### config.mk
export PLATFORM = sky130hd
export DESIGN_NAME = ws2812_frame_sequencer_flat
export DESIGN_NICKNAME = d
export VERILOG_FILES = /design/src/rtl/ws2812_frame_sequencer_if.sv /design/src/rtl/ws2812_frame_sequencer.sv /design/src/flat_wrapper.sv
export SDC_FILE = /design/constraint.sdc
export NUM_CORES = 1
export LEC_CHECK = 0
export CAP_MARGIN = 40
export CORE_MARGIN = 5
export CORE_UTILIZATION = 62
export CTS_CLUSTER_SIZE = 8
export DETAILED_ROUTE_END_ITERATION = 7
export PLACE_DENSITY = 0.91
export REMOVE_ABC_BUFFERS = 1
export SLEW_MARGIN = 20
export SYNTH_ARGS = -nofsm -noshare
export SYNTH_HDL_FRONTEND = slang
export SYNTH_SLANG_ARGS = --single-unit
### constraint.sdc
create_clock -name clk -period 4.1 [get_ports clk]
set_input_delay 0.82 -clock clk [delete_from_list [all_inputs] [get_ports clk]]
set_output_delay 0.82 -clock clk [all_outputs]
set_load 0.03 [all_outputs]
### src/rtl/ws2812_frame_sequencer_if.sv
// ws2812_frame_sequencer_if: pixel stream from the source and slot bus to the bit encoder
interface ws2812_frame_sequencer_if;
  logic [23:0] pix_data;
  logic        pix_valid;
  logic        pix_ready;
  logic        enc_cmd_req;
  logic [1:0]  enc_cmd;
  logic        enc_databit;
  modport master (output pix_data, pix_valid, enc_cmd_req, input pix_ready, enc_cmd, enc_databit);
  modport slave (input pix_data, pix_valid, enc_cmd_req, output pix_ready, enc_cmd, enc_databit);
endinterface

### src/rtl/ws2812_frame_sequencer.sv
// ws2812_frame_sequencer: streams GRB pixels MSB-first into a ws2812 bit encoder, one bit per slot, then latches
module ws2812_frame_sequencer #(
  parameter int LED_COUNT   = 8,
  parameter int RESET_SLOTS = 40
) (
  input  logic                     clk,
  input  logic                     rst_n,
  input  logic                     frame_start,
  ws2812_frame_sequencer_if.slave  bus,
  output logic                     busy,
  output logic                     done,
  output logic                     underrun
);
  localparam int LW = $clog2(LED_COUNT + 1);
  localparam int RW = $clog2(RESET_SLOTS + 1);
  localparam logic [1:0] S_IDLE = 2'd0, S_LOAD = 2'd1, S_SEND = 2'd2, S_LATCH = 2'd3;
  localparam logic [1:0] CMD_IDLE = 2'b00, CMD_TX = 2'b01, CMD_RESET = 2'b10;
  logic [1:0]    state;
  logic [LW-1:0] led_cnt;
  logic [LW-1:0] acc_cnt;
  logic [RW-1:0] rst_cnt;
  logic [4:0]    bit_cnt;
  logic [23:0]   shift;
  logic [23:0]   pbuf;
  logic          pbuf_full;
  logic          accept;
  logic          last_led;
  logic          slot_end;
  // handshake and end-of-pixel decode; the buffer only asks for pixels the frame still needs
  always_comb begin
    bus.pix_ready = state == S_LOAD || (state == S_SEND && !pbuf_full && acc_cnt < LW'(LED_COUNT));
    accept = bus.pix_valid && bus.pix_ready;
    last_led = led_cnt == LW'(LED_COUNT - 1);
    slot_end = state == S_SEND && bus.enc_cmd_req && bit_cnt == 5'd23;
  end
  assign busy = state != S_IDLE;
  assign bus.enc_databit = shift[23];
  // frame FSM: per-slot command generation, one-entry prefetch buffer, latch countdown
  always_ff @(posedge clk or negedge rst_n) begin
    if (!rst_n) begin
      state <= S_IDLE;
      bus.enc_cmd <= CMD_IDLE;
      shift <= '0;
      pbuf <= '0;
      pbuf_full <= 1'b0;
      led_cnt <= '0;
      acc_cnt <= '0;
      rst_cnt <= '0;
      bit_cnt <= '0;
      done <= 1'b0;
      underrun <= 1'b0;
    end else begin
      done <= 1'b0;
      if (accept) acc_cnt <= acc_cnt + LW'(1);
      if (accept && state == S_SEND) pbuf <= bus.pix_data;
      pbuf_full <= (accept && state == S_SEND) || (pbuf_full && !(slot_end && !last_led));
      case (state)
        S_IDLE: if (frame_start && !done) begin
          state <= S_LOAD;
          led_cnt <= '0;
          bit_cnt <= '0;
          acc_cnt <= '0;
          underrun <= 1'b0;
        end
        S_LOAD: if (accept) begin
          state <= S_SEND;
          shift <= bus.pix_data;
          bus.enc_cmd <= CMD_TX;
          bit_cnt <= '0;
        end
        S_SEND: if (bus.enc_cmd_req) begin
          if (bit_cnt != 5'd23) begin
            shift <= shift << 1;
            bit_cnt <= bit_cnt + 5'd1;
          end else if (!last_led && pbuf_full) begin
            shift <= pbuf;
            led_cnt <= led_cnt + LW'(1);
            bit_cnt <= '0;
          end else begin
            state <= S_LATCH;
            bus.enc_cmd <= CMD_RESET;
            shift <= '0;
            rst_cnt <= '0;
            underrun <= !last_led;
          end
        end
        S_LATCH: if (bus.enc_cmd_req) begin
          rst_cnt <= rst_cnt + RW'(1);
          if (rst_cnt == RW'(RESET_SLOTS - 1)) begin
            state <= S_IDLE;
            bus.enc_cmd <= CMD_IDLE;
            done <= 1'b1;
          end
        end
        default: state <= S_IDLE;
      endcase
    end
  end
endmodule
### src/flat_wrapper.sv
// flat-port wrapper written by rule: the top's interface ports become plain ports
module ws2812_frame_sequencer_flat 
#(
  parameter int LED_COUNT   = 8,
  parameter int RESET_SLOTS = 40
)
  (clk, rst_n, frame_start, busy, done, underrun, bus_pix_data, bus_pix_valid, bus_enc_cmd_req, bus_pix_ready, bus_enc_cmd, bus_enc_databit);
  ws2812_frame_sequencer_if bus_i ();
  input  logic clk;
  input  logic rst_n;
  input  logic frame_start;
  output logic busy;
  output logic done;
  output logic underrun;
  input wire logic [$bits(bus_i.pix_data)-1:0] bus_pix_data;
  input wire logic [$bits(bus_i.pix_valid)-1:0] bus_pix_valid;
  input wire logic [$bits(bus_i.enc_cmd_req)-1:0] bus_enc_cmd_req;
  output wire logic [$bits(bus_i.pix_ready)-1:0] bus_pix_ready;
  output wire logic [$bits(bus_i.enc_cmd)-1:0] bus_enc_cmd;
  output wire logic [$bits(bus_i.enc_databit)-1:0] bus_enc_databit;
  assign bus_i.pix_data = bus_pix_data;
  assign bus_i.pix_valid = bus_pix_valid;
  assign bus_i.enc_cmd_req = bus_enc_cmd_req;
  assign bus_pix_ready = bus_i.pix_ready;
  assign bus_enc_cmd = bus_i.enc_cmd;
  assign bus_enc_databit = bus_i.enc_databit;
  ws2812_frame_sequencer #(.LED_COUNT(LED_COUNT), .RESET_SLOTS(RESET_SLOTS)) u_core (.clk(clk), .rst_n(rst_n), .frame_start(frame_start), .bus(bus_i), .busy(busy), .done(done), .underrun(underrun));
endmodule
==> summary.md <==
| Metric | Value |
|---|---|
| Cell area after synthesis | 0.00378 mm^2 |
| Clock Pin Slew Worst Setup and Hold Paths | 80 ps |
| Crit path launch type | flop |
| Outcome | finished clean |
| Share of async-settable or async-resettable flops after synthesis | 100% |
| Count of synthesis-stage warnings from yosys | 0 |
| Post-detailed-route wirelength per cell | 17.5 um |
| Buffer count from post-CTS setup fixing | 0 |
| Setup TNS | 0 ps |
| CP delay by family, top | buffers and inverters |
| Max frequency | 330 MHz |
| Number of I/O port buffers | 35 |
| Synth top area cells | dfrtp_1 49%, nand2_1 6.5%, mux2_2 6.0% |
| Top-area cell type share of the netlist area | 49.0% |
| ANT cells | 0 |
| Int Power | 1.84 mW |
| Root buffer cell | clkbuf_8 |
| Count of hold buffers inserted by post-cts repair | 0 |
| Number of nets in the finished design | 444 |
| Distinct cell type count after synthesis | 55 |
| Buf/Inv on CP | 2 |
| PD cells | 687 mW/mm^2 |
| Startpoint of the worst-slack reg-to-reg timing path | u_core.state[0]$_DFFE_PN0P_ |
| Num rows | 28 |
| Count of flip-flops with a built-in enable after synthesis | 0 |
| Total CTS buffers | 9 |
| Top_reg_cell synth | dfrtp_1 |
| Hold crit path type | in -> async |
| Final critical delay including setup and external delays | 3030 ps |
| Htree depth | 3 |
| Final Wtd Congestion | 0.832 |
| Post-DP HPWL | 5760 um |
| Clock tree from TritonCTS | built |
| Detailed-route DRC error count | 0 |
| Critical path's largest stage delay | 670 ps |
| Worst max-slew margin expressed relative to the limit | 47.8% |
| Cell with the largest stage delay on the worst path | clkdlybuf4s50_1 |
| Arrival time at the worst endpoint | 2210 ps |
| Fraction of power spent switching nets | 39.0% |
| Full die area | 0.00775 mm^2 |
| Sequential area share after synthesis | 49.0% |
| Sum of overflow across all layers after global routing | 0 |
| Data required time at the worst endpoint | 3280 ps |
| Most frequent cell after synthesis | dfrtp_1 |
| Cells after DPL | 469 |
| Critical path start-end classification | reg -> out |
| Share of post-route cells with drive strength above 1 | 14.1% |
| First-pass GRT wire length | 14400 um |
| Portion of total power attributed to combinational logic | 40.7% |
| Worst Path Max Fanout | 4 |
| Worst-skew pair later-pin latency | 350 ps |
| Register-to-register setup slack | 1570 ps |
| Via count of the routed design | 3018 |
| Maximum number of pins on one net before global-route repair | 26 |
| Final setup violation count | 0 |
| Dominant cell type by area after synthesis | dfrtp_1 |
| Maximum clock insertion buffer count | 2 |
| Placement-stage worst setup slack | 1300 ps |
| Reg power frac | 40.1% |
| Number of storage elements in the synthesis netlist | 74 |
| Effective utilization at floorplan | 63.8% |
| Post-synthesis average cell area | 10.2 um^2 |
| Total length of routed wires | 8520 um |
| Antenna violation net count after detailed routing | 0 |
| Number of global-route vias before repair | 3093 |
| Final worst setup slack | 1070 ps |
| Net switching power of the design | 1.17 mW |
| Layout overhead on the synthesized area | 16.2% |
| Reg-to-Reg End | u_core.shift[8]$_DFFE_PN0P_ |
| CTS sink count | 74 |
| Global router's overall resource usage | 24.1% |
| Final-report hold violation count | 0 |
| Vertical extent of the die | 88.1 um |
| First-pass iteration count of the detailed router | 5 |
| RSZ-0062 raised after global routing | no |
| Max VDD drop | 0.427 mV |
| First-iteration detailed-routing DRC count | 213 |
| Die outline width | 88.1 um |
| CP cell instances | inv_1, ha_1, nor3b_4, or2_2, clkdlybuf4s50_1 |
| Fin Clk Skew | 10.8 ps |
| Final number of max-transition violations | 0 |
| Pin slew with the least headroom to its limit | 780 ps |
| Number of resized instances in the post-cts repair step | 0 |
| Fraction of power consumed by the clock network | 19.2% |
| Max Cap Violations | 0 |
| Period Utilization, post-route | 73.8% |
| Leakage component of the power | 1.87 nW |
| Worst Setup End Kind | output port |
| Via/cell ratio | 6.21 |
| Number of antenna violations at the first check in global routing | 0 |
| Cell count after synthesis | 371 |
| Number of cells on the worst reg-to-reg path | 8 |
| Most common library cells after synthesis | 74 x dfrtp_1, 65 x nand2_1, 37 x nor2_1 |
| Count of non-filler cells in the finished layout | 486 |
| Number of top-level design ports | 36 |
| Core Area | 0.00592 mm^2 |
worst reg2reg max path, delay by kind of cell, from the launching register on:
| family | cells | cell delay (ps) |
|---|---|---|
| adders and majority gates | 1 | 220 |
| and+or+nand+nor | 2 | 740 |
| DFF | 1 | 410 |
| AOI/OAI and AO/OA | 1 | 140 |
| buffers and inverters | 4 | 930 |
metal layers:
layer	global-route usage (%)	part of all wire (%)	wire length (um)
met1	30.9	42	3610
met2	40.3	50	4270
met3	3.48	5.0	429
met4	11.1	2.4	207
met5	0	0	0
worst max-delay path by stage:
| stage | slack, ps | startpoint | end | cells after the start |
|---|---|---|---|---|
| 6_report | 1070 | u_core.state[0]$_DFFE_PN0P_ | bus_pix_ready | 5 |
| 3_3_place_gp | 1410 | bus_enc_cmd_req | u_core.bit_cnt[2]$_DFFE_PN0P_ | 5 |
| 2_1_floorplan | 1690 | u_core.state[0]$_DFFE_PN0P_ | bus_pix_ready | 4 |
| 5_1_grt | 990 | u_core.state[0]$_DFFE_PN0P_ | bus_pix_ready | 5 |
| 4_1_cts | 1060 | u_core.state[0]$_DFFE_PN0P_ | bus_pix_ready | 5 |
| 3_5_place_dp | 1300 | bus_enc_cmd_req | u_core.bit_cnt[1]$_DFFE_PN0P_ | 5 |
final cells by class:
class                   instances  area, um^2
flip-flops and latches         74        1850
multi-input cells             272        1790
fillers                       379        1530
repair buffers                 42         425
clock inverters                 6        65.1
clock buffers                  10         138
well taps                      75        93.8
inverters                       7        26.3
layout by cell type (no fill, tap or decap), drive strengths merged, types with 2 or more instances in the layout:
cell,instances
a211oi,2
a21oi,3
a22o,2
a2bb2oi,2
a31oi,24
a32o,2
and2,2
and3,5
and4,2
buf,8
clkbuf,10
clkdlybuf4s50,34
clkinv,3
dfrtp,74
ha,9
inv,8
mux2,27
mux2i,6
nand2,65
nand3,13
nand3b,4
nand4,2
nor2,37
nor3,3
nor3b,2
nor4b,2
o211ai,2
o21ai,29
o221ai,3
o2bb2ai,3
or2,2
or3,2
xor2,3
kinds of logic (layout without fill, tap and decap cells):
| logic type | after synthesis | count (layout) | share of synthesized area (%) |
|---|---|---|---|
| simple gates | 148 | 148 | 19.7 |
| compound gates | 79 | 79 | 14.3 |
| flops | 74 | 74 | 49.0 |
| mux | 33 | 33 | 9.64 |
| buf+inv | 25 | 65 | 3.64 |
| fa+ha+maj | 9 | 9 | 2.98 |
| xor+xnor | 3 | 3 | 0.696 |
per-stage QoR:
| stage | power (mW) | util, % | hold slack, ps | area, um^2 |
|---|---|---|---|---|
| floorplan | 2.04 | - | 451 | 3670 |
| detailed placement | 2.43 | 70.4 | 481 | 4170 |
| global route | 3.23 | 74.1 | 422 | 4390 |
| finish | 3.02 | 74.1 | 402 | 4390 |
| global placement | 2.34 | 70.0 | 474 | 4140 |
| CTS | 3.01 | 73.9 | 403 | 4370 |
state kept, by name, summed over array words and instances, names as in the netlist:
register / cells
u_core.bus.enc_cmd: 2
u_core.bit_cnt: 5
u_core.pbuf: 24
u_core.led_cnt: 4
u_core.acc_cnt: 4
u_core.underrun: 1
u_core.rst_cnt: 6
u_core.done: 1
u_core.shift: 24
u_core.pbuf_full: 1
u_core.state: 2
power by group through the flow:
stage | registers [mW] | clock network [mW] | logic [mW]
3_5_place_dp | 1.21 | 0 | 1.22
4_1_cts | 1.20 | 0.583 | 1.23
6_report | 1.21 | 0.580 | 1.23
3_3_place_gp | 1.19 | 0 | 1.15
2_1_floorplan | 1.20 | 0 | 0.845
5_1_grt | 1.24 | 0.621 | 1.37
Power figures use the tool's default switching activity.
